`config.mk`:
```
export PLATFORM = sky130hd
export DESIGN_NAME = regfile_sb
export DESIGN_NICKNAME = d
export VERILOG_FILES = /design/src/rtl/rf_pkg.sv /design/src/rtl/rf_read_port.sv /design/src/rtl/regfile_sb.sv
export SDC_FILE = /design/constraint.sdc
export NUM_CORES = 2
export LEC_CHECK = 0
export CORE_ASPECT_RATIO = 0.75
export CORE_MARGIN = 2
export CORE_UTILIZATION = 55
export DETAILED_ROUTE_END_ITERATION = 8
export PLACE_DENSITY = 0.72
export SYNTH_ARGS = -nofsm -noshare
export SYNTH_HDL_FRONTEND = slang
export SYNTH_HIERARCHICAL = 1
export SYNTH_SLANG_ARGS = --single-unit
```
`constraint.sdc`:
```
create_clock -name clk -period 12.63 [get_ports clk]
set_input_delay 2.526 -clock clk [delete_from_list [all_inputs] [get_ports clk]]
set_output_delay 2.526 -clock clk [all_outputs]
set_load 0.05 [all_outputs]
```
`src/rtl/rf_pkg.sv`:
```
// Shared types and constants for the pipeline register file.
package rf_pkg;

  localparam int XLEN_DEF  = 32;
  localparam int NREGS_DEF = 32;

  typedef enum logic {
    RF_IDLE,
    RF_CLEAR
  } rf_state_e;

  // Index width for a file of nregs entries.
  function automatic int rf_index_width(input int nregs);
    return $clog2(nregs);
  endfunction

endpackage

```
`src/rtl/rf_read_port.sv`:
```
// One read port: write-to-read bypass and producer-ready indication.
module rf_read_port
  import rf_pkg::*;
#(
  parameter int XLEN = XLEN_DEF,
  parameter int AW   = 5
) (
  input  logic            idle,
  input  logic [AW-1:0]   index,
  input  logic [XLEN-1:0] arr_data,
  input  logic            busy_bit,
  input  logic            wb0_en,
  input  logic [AW-1:0]   wb0_rd,
  input  logic [XLEN-1:0] wb0_data,
  input  logic            wb0_clr,
  input  logic            wb1_en,
  input  logic [AW-1:0]   wb1_rd,
  input  logic [XLEN-1:0] wb1_data,
  input  logic            wb1_clr,
  output logic [XLEN-1:0] data,
  output logic            ready
);

  logic hit0;
  logic hit1;
  logic is_zero;

  // Bypass only applies while the file accepts writes.
  assign hit0    = idle && wb0_en && (wb0_rd == index);
  assign hit1    = idle && wb1_en && (wb1_rd == index);
  assign is_zero = (index == '0);

  // Data select: x0, then wb0, then wb1, then the stored value.
  always_comb begin
    data = arr_data;
    if (is_zero)   data = '0;
    else if (hit0) data = wb0_data;
    else if (hit1) data = wb1_data;
  end

  // A same-cycle write that retires the producer makes the value usable now.
  always_comb begin
    ready = 1'b0;
    if (!idle)        ready = 1'b0;
    else if (is_zero) ready = 1'b1;
    else              ready = !busy_bit || (hit0 && wb0_clr) || (hit1 && wb1_clr);
  end

endmodule

```
`src/rtl/regfile_sb.sv`:
```
// Parametrised register file with dual write, bypass, busy scoreboard
// and a clear engine that zeroes the array after reset or on request.
//
//   state    | meaning
//   ---------+------------------------------------------------------------
//   RF_IDLE  | normal operation: writes, issue marking, bypass enabled
//   RF_CLEAR | zeroing reg[1..NREGS-1], one per cycle; all requests ignored
module regfile_sb
  import rf_pkg::*;
#(
  parameter  int XLEN  = XLEN_DEF,
  parameter  int NREGS = NREGS_DEF,
  parameter  int NREAD = 2,
  localparam int AW    = rf_index_width(NREGS)
) (
  input  logic                  clk,
  input  logic                  rst_n,
  input  logic                  clear_req,
  output logic                  clear_busy,
  input  logic [NREAD*AW-1:0]   rs_index,
  output logic [NREAD*XLEN-1:0] rs_data,
  output logic [NREAD-1:0]      rs_ready,
  input  logic                  wb0_en,
  input  logic [AW-1:0]         wb0_rd,
  input  logic [XLEN-1:0]       wb0_data,
  input  logic                  wb0_clr,
  input  logic                  wb1_en,
  input  logic [AW-1:0]         wb1_rd,
  input  logic [XLEN-1:0]       wb1_data,
  input  logic                  wb1_clr,
  input  logic                  iss_en,
  input  logic [AW-1:0]         iss_rd
);

  rf_state_e       state, state_nxt;
  logic [AW-1:0]   clr_idx, idx_nxt;
  logic [NREGS-1:0] busy, busy_nxt;
  logic [XLEN-1:0] mem [NREGS];
  logic            idle;

  assign idle       = (state == RF_IDLE);
  assign clear_busy = (state == RF_CLEAR);

  // FSM, clear index and scoreboard registers; reset starts a full clear.
  always_ff @(posedge clk or negedge rst_n) begin
    if (!rst_n) begin
      state   <= RF_CLEAR;
      clr_idx <= AW'(1);
      busy    <= '0;
    end else begin
      state   <= state_nxt;
      clr_idx <= idx_nxt;
      busy    <= busy_nxt;
    end
  end

  // Next state, clear index and scoreboard; a new issue overrides a retiring write.
  always_comb begin
    state_nxt = state;
    idx_nxt   = clr_idx;
    busy_nxt  = busy;
    case (state)
      RF_IDLE: begin
        if (wb0_en && wb0_clr) busy_nxt[wb0_rd] = 1'b0;
        if (wb1_en && wb1_clr) busy_nxt[wb1_rd] = 1'b0;
        if (iss_en)            busy_nxt[iss_rd] = 1'b1;
        if (clear_req) begin
          state_nxt = RF_CLEAR;
          idx_nxt   = AW'(1);
          busy_nxt  = '0;
        end
      end
      RF_CLEAR: begin
        idx_nxt = clr_idx + AW'(1);
        if (clr_idx == AW'(NREGS - 1)) begin
          state_nxt = RF_IDLE;
          busy_nxt  = '0;
        end
      end
      default: state_nxt = RF_IDLE;
    endcase
    busy_nxt[0] = 1'b0;
  end

  // Array write: clear engine, else wb1 then wb0 so wb0 wins a collision.
  always_ff @(posedge clk) begin
    if (state == RF_CLEAR) begin
      mem[clr_idx] <= '0;
    end else begin
      if (wb1_en && (wb1_rd != '0)) mem[wb1_rd] <= wb1_data;
      if (wb0_en && (wb0_rd != '0)) mem[wb0_rd] <= wb0_data;
    end
  end

  for (genvar i = 0; i < NREAD; i++) begin : g_rd
    logic [AW-1:0] idx;
    assign idx = rs_index[i*AW +: AW];

    rf_read_port #(.XLEN(XLEN), .AW(AW)) u_port (
      .idle     (idle),
      .index    (idx),
      .arr_data (mem[idx]),
      .busy_bit (busy[idx]),
      .wb0_en   (wb0_en),
      .wb0_rd   (wb0_rd),
      .wb0_data (wb0_data),
      .wb0_clr  (wb0_clr),
      .wb1_en   (wb1_en),
      .wb1_rd   (wb1_rd),
      .wb1_data (wb1_data),
      .wb1_clr  (wb1_clr),
      .data     (rs_data[i*XLEN +: XLEN]),
      .ready    (rs_ready[i])
    );
  end

endmodule

```
## Word level (Yosys, flattened, before mapping)

Memories as Yosys holds them, arrays and structs flattened.
Index checks and enable logic that the tools add are counted.

- Memory bits (writable): 1024
- Logic and storage cells: 98
- Output and inout port bits: 67
- Input bits: 97
- Register bits: 37
- Latch bits: 0
- Bits in read-only memories: 0
- Memories: 1

Memories:

| memory | depth | width | rd ports | clocked after memory_dff | write ports | RTL line | source |
|---|---|---|---|---|---|---|---|
| mem | 32 | 32 | 2 | 0 | 2 | regfile_sb.sv:38 | `logic [XLEN-1:0] mem [NREGS];` |

- Bitwise gates (word level): 6
- Equality and inequality tests: 7
- Add/subtract/negate cells: 1
- Shifts and indexed selects: 0
- $mul: 0
- Divide/modulo/power cells: 0
- Multiplexer cells: 44
- Reduce and logical (&&, ||, !) cells: 28
- Magnitude comparators: 8

Operator list:

| operator | number |
|---|---|
| $mux W32 | 14 |
| $and A32 B32 Y32 | 2 |
| $not A32 Y32 | 2 |
| $pmux W32 S2 | 1 |
| $or A32 B32 Y32 | 1 |
| $reduce_or A32 Y1 | 1 |
| $lt A5 B6 Y1 const B | 5 |
| $eq A5 B5 Y1 | 4 |
| $mux W1 | 20 |
| $logic_and A1 B1 Y1 | 17 |
| $demux W1 S5 | 3 |
| $ge A5 B1 Y1 const B | 3 |
| $bmux W1 S5 | 2 |
| $logic_not A5 Y1 | 2 |
| $mux W5 | 2 |
| $pmux W5 S2 | 1 |
| $reduce_bool A5 Y1 | 2 |
| $add A5 B1 Y5 const B | 1 |
| $eq A5 B5 Y1 const B | 1 |
| $logic_or A1 B1 Y1 | 4 |
| $logic_not A1 Y1 | 2 |
| $ne A2 B1 Y1 const B | 1 |
| $ne A2 B2 Y1 const B | 1 |
| $pmux W1 S2 | 1 |
| $not A1 Y1 | 1 |

## Logic depth before layout (Yosys ltp)

- Depth after elaboration: 15
- Depth in mapped cells: 9
- Depth with buffers taken out: 6

## Modules after synthesis

The synthesis kept the hierarchy.

Modules (own cells, without submodules):

| module | area each (um^2) | sequential area each (um^2) | times used | cells each |
|---|---|---|---|---|
| regfile_sb | 61032.3 | 31677.9 | 1 | 4254 |
| rf_read_port | 893.4 | 0.0 | 2 | 168 |

## Least setup slack after synthesis

OpenSTA, ideal clock, no wires.

- Path type: input-to-output
- Start point: in rs_index[7]
- End point: out rs_ready[1]
- Arrival time: 4.853 ns
- Slack: 5.251 ns
- Stages on the path: 8
- Path buffers: 3
- Data required time: 10.104 ns
- Path through: clkbuf_1 > clkbuf_1 > buf_1 > mux4_2 > a41oi_1 > nand4_1 > o211a_1 > a21boi_1

- Cells in the longest elaborated chain, start to end: 7
- Elaborated cells between the ends (all ways): 14
- Those cells by class: 2 x eq/ne; 4 x mux; 8 x reduce/logical

RTL lines:

| element | RTL line | source |
|---|---|---|
| start, declared | regfile_sb.sv:20 | `input logic [NREAD*AW-1:0] rs_index,` |
| $bmux W1 S5 or $eq A5 B5 Y1 (tied branches) | regfile_sb.sv:103, rf_read_port.sv:29 |  |
| $mux W1 (implied by the code) or $logic_and A1 B1 Y1 (tied branches) | regfile_sb.sv:103, rf_read_port.sv:29 |  |
| $logic_not A1 Y1 or $logic_and A1 B1 Y1 (tied branches) | rf_read_port.sv:46 | `else ready = !busy_bit \|\| (hit0 && wb0_clr) \|\| (hit1 && wb1_clr);` |
| $logic_or A1 B1 Y1 (2 in series) | rf_read_port.sv:46 |  |
| $mux W1 (*) | rf_read_port.sv:45 | `else if (is_zero) ready = 1'b1;` |
| $mux W1 (*) | rf_read_port.sv:44 | `if (!idle) ready = 1'b0;` |
| end, declared | regfile_sb.sv:22 | `output logic [NREAD-1:0] rs_ready,` |

Every way passes the cells marked *; elsewhere a longest branch is shown, timed or not. The select of a mux whose other input is x is not followed.

## Worst setup path after layout

- Start point: in rs_index[0]
- End point: out rs_data[7]

- Cells in the longest elaborated chain, start to end: 5
- Elaborated cells between the ends (all ways): 9
- Those cells by class: 2 x eq/ne; 3 x mux; 3 x reduce/logical; 1 x memory

RTL lines:

| element | RTL line | source |
|---|---|---|
| branches (longest 4 deep; another with $mem_v2 Z32 W32) | n/a |  |
| $mux W32 (*) | rf_read_port.sv:36 | `if (is_zero) data = '0;` |
| end, declared | regfile_sb.sv:21 | `output logic [NREAD*XLEN-1:0] rs_data,` |

Mark *: on every way between the ends.

==> results.py <==
metrics = {
    "run_status": {
        "status": "complete, no violations",
    },
    "setup_path": {
        "crit_chain": "clkdlybuf4s50_1 -> nor2b_1 -> nand2b_2 -> buf_4 -> o22ai_1 -> nor4_1 -> nand2_1 -> a31oi_1 -> clkdlybuf4s50_1",
        "crit_slowest_cell": "clkdlybuf4s50_1",
        "path_class": "in -> out",
        "crit_buf_inv": 3,
        "critPathTopFamily": "buffers and inverters",
        "endpoint_kind": "output pin",
        "cp_max_fo": 18,
        "critical-path-max-stage-delay_ns": 0.93,
        "start_kind": "primary input",
        "arrival_ns": 7.03,
        "worst_path_most_repeated_cell": "clkdlybuf4s50_1",
        "cp.required_ns": 10.10,
    },
    "timing": {
        "setup_violations": 0,
        "slew_headroom_pct": 10.4,
        "fin_crit_sh_pct": 75.6,
        "hold_violations": 0,
        "post-route-min-period_ns": 9.55,
        "setup_slack_ns": 3.08,
        "rsz0062_at_grt": "false",
        "finalClockSkew_ns": 0.0192,
        "drv_slew": 0,
        "fmax_mhz": 105,
        "worst_pin_slew_ns": 1.34,
        "tns_ns": 0,
    },
    "synth": {
        "synth_ff_type": "edfxtp_1",
        "synth_top_cell_area_share_pct": 48.9,
        "synth_edf_count": 1024,
        "synthTopCellsByArea": "edfxtp_1 (49%), mux4_2 (19%), mux2_2 (7.4%)",
        "syn_nets": 4689,
        "ys_seq_elements": 1061,
        "netlist-cell-type-count": 66,
        "syn_area_per_cell_um2": 13.7,
        "yosysTopAreaCell": "edfxtp_1",
        "ys_seq_area_share_pct": 50.4,
        "synth-warning-count": 6,
        "synthCells": 4590,
        "syn_area_mm2": 0.0628,
        "synthArstFlopShare_pct": 3.49,
    },
    "floorplan": {
        "die_h_um": 297,
        "die_area_mm2": 0.117,
        "rows": 107,
        "core_area_mm2": 0.113,
        "die_x_um": 394,
        "io_pins": 164,
        "start_util_pct": 55.4,
    },
    "job": {
        "drv_cap": 0,
    },
    "route": {
        "dr.first_iter.drc_count": 7987,
        "post_drt_wl_per_cell_um": 37.8,
        "via_count": 46069,
        "finalWirelength_um": 229000,
        "drc": 0,
        "ant_nets": 0,
        "drt_first_pass_iters": 7,
        "viasPerCell": 7.62,
    },
    "power_and_ir_drop": {
        "total_leakage_power_nw": 24.1,
        "vdd_drop_max_mv": 0.116,
        "p_per_area_mw_per_mm2": 145,
    },
    "final_layout": {
        "layout.nets": 4523,
        "drive_gt1_share_pct": 33.5,
        "final_util_pct": 60.6,
        "area_growth_pct": 9.43,
        "nFillCells": 8433,
    },
    "grt": {
        "grtUsageTotal_pct": 38.7,
        "overflow": 0,
        "grt_pass1_wl_um": 320000,
        "antenna_found_initial": 6,
        "grt_max_degree": 99,
        "first_global_vias": 43891,
    },
    "place": {
        "dp_hpwl_um": 121000,
        "port_buffers": 163,
        "place.gp.congestion": 0.911,
        "dp_slack_ns": 3.23,
    },
    "cts": {
        "clk_latency_ns": 0.75,
        "cts_hold_buf": 0,
        "cts_tree": "built",
        "cts_setup_buffers": 0,
        "clock_path_buffers": 3,
        "cts_resized": 0,
        "clockRootBuffer": "clkbuf_16",
        "clk_pin_slew_ns": 0.07,
        "cts_sinks": 1061,
        "cts_inserted_buffers": 107,
        "htreeDepth": 3,
    },
    "hold_path": {
        "hold_class": "reg -> reg",
    },
}
per-layer routing:
layer,vias to the layer above,wire [um],track usage [%]
li1,17868,-,-
met1,22855,77800,51.5
met2,4408,97100,55.9
met3,930,39900,14.9
met4,8,13700,19.3
met5,-,120,0.812
stage by stage:
stage / std cells / total power, W / hold WS (ns) / instance area [um^2]
6_report: 6043 / 0.00996 / 0.536 / 68700
5_1_grt: 6041 / 0.0101 / 0.579 / 68700
4_1_cts: 6041 / 0.00985 / 0.535 / 68700
3_5_place_dp: 5841 / 0.00674 / 0.513 / 65300
3_3_place_gp: 5841 / 0.00669 / 0.507 / 65300
2_1_floorplan: 4590 / 0.00585 / 0.483 / 62800
cells in the mapped netlist, types with 8 or more instances:
library cell  instances
a21oi_1              18
a221oi_1             15
a31oi_1              64
and2_1               14
buf_1                41
buf_2               156
buf_6                21
clkbuf_1            319
dfrtp_1              35
edfxtp_1           1024
inv_1                25
inv_2                25
mux2_2              413
mux2_4              174
mux4_2              518
nand2_1             634
nand3_1              13
nand3b_1             12
nand4_1              11
nor2_1               10
nor2b_1              13
nor4_1               66
o2111ai_1            12
o21ai_0             514
o21ai_1              25
o21bai_1             13
o22ai_1             265
or3_1                 8
xor2_1               18
area by class of cell:
type,instances,area (um^2),area share (%)
repair buffers,273,2550,3.71
diodes,2,5.00,0.00728
flip-flops and latches,1061,31700,46.1
clock inverters,70,574,0.835
multi-input cells,2931,29000,42.2
clock buffers,130,2820,4.10
well taps,1526,1910,2.78
inverters,50,188,0.273
flip-flops by register name (all words and copies together) (netlist names):
name / count
mem: 1024
busy: 31
clr_idx: 5
clear_busy: 1
kinds of logic after synthesis:
kind of cell    synth area share [%]
xor+xnor                       0.307
fa+ha+maj                     0.0398
buf+inv                         4.30
flops                           50.4
mux                             30.2
compound gates                  8.63
simple gates                    6.07
power breakdown:
part	leakage, nW	total, W	internal (W)	switching, W
Clock	1.67	0.00320	0.00172	0.00148
Combinational	12.4	0.00220	0.000770	0.00143
Sequential	10.1	0.00457	0.00437	0.000196
tightest hold or removal path, delay by kind of cell (launching register included):
family         cells  cell delay, ns
AO/OA/AOI/OAI      2            0.14
flip-flops         1            0.35
cell usage in the layout (no fill, tap or decap), types with 19 or more instances in the layout:
master and count:
a31oi_1 64, buf_4 104, clkbuf_1 19, clkbuf_16 108, clkdlybuf4s50_1 158, clkinv_1 19
clkinv_2 30, dfrtp_1 35, edfxtp_1 1024, inv_1 25, inv_2 25, mux2_2 413
mux2_4 174, mux4_2 518, nand2_1 612, nor4_1 66, o21ai_0 496, o21ai_1 24
o22ai_1 265
path summary, 6_finish.rpt:
| path | start | endpoint | slack [ns] | cells after the start |
|---|---|---|---|---|
| setup / recovery | rs_index[0] | rs_data[7] | 3.08 | 9 |
| hold / removal | busy[14] | busy[14] | 0.54 | 2 |
| setup reg to reg | clear_busy | mem[19][16] | 8.08 | 6 |
| hold reg to reg | busy[14] | busy[14] | 0.54 | 2 |
| max in group asynchronous | rst_n | busy[29] | 10.16 | 1 |
| min in group asynchronous | rst_n | busy[7] | 1.90 | 1 |
(Power assumes the default switching activity.)
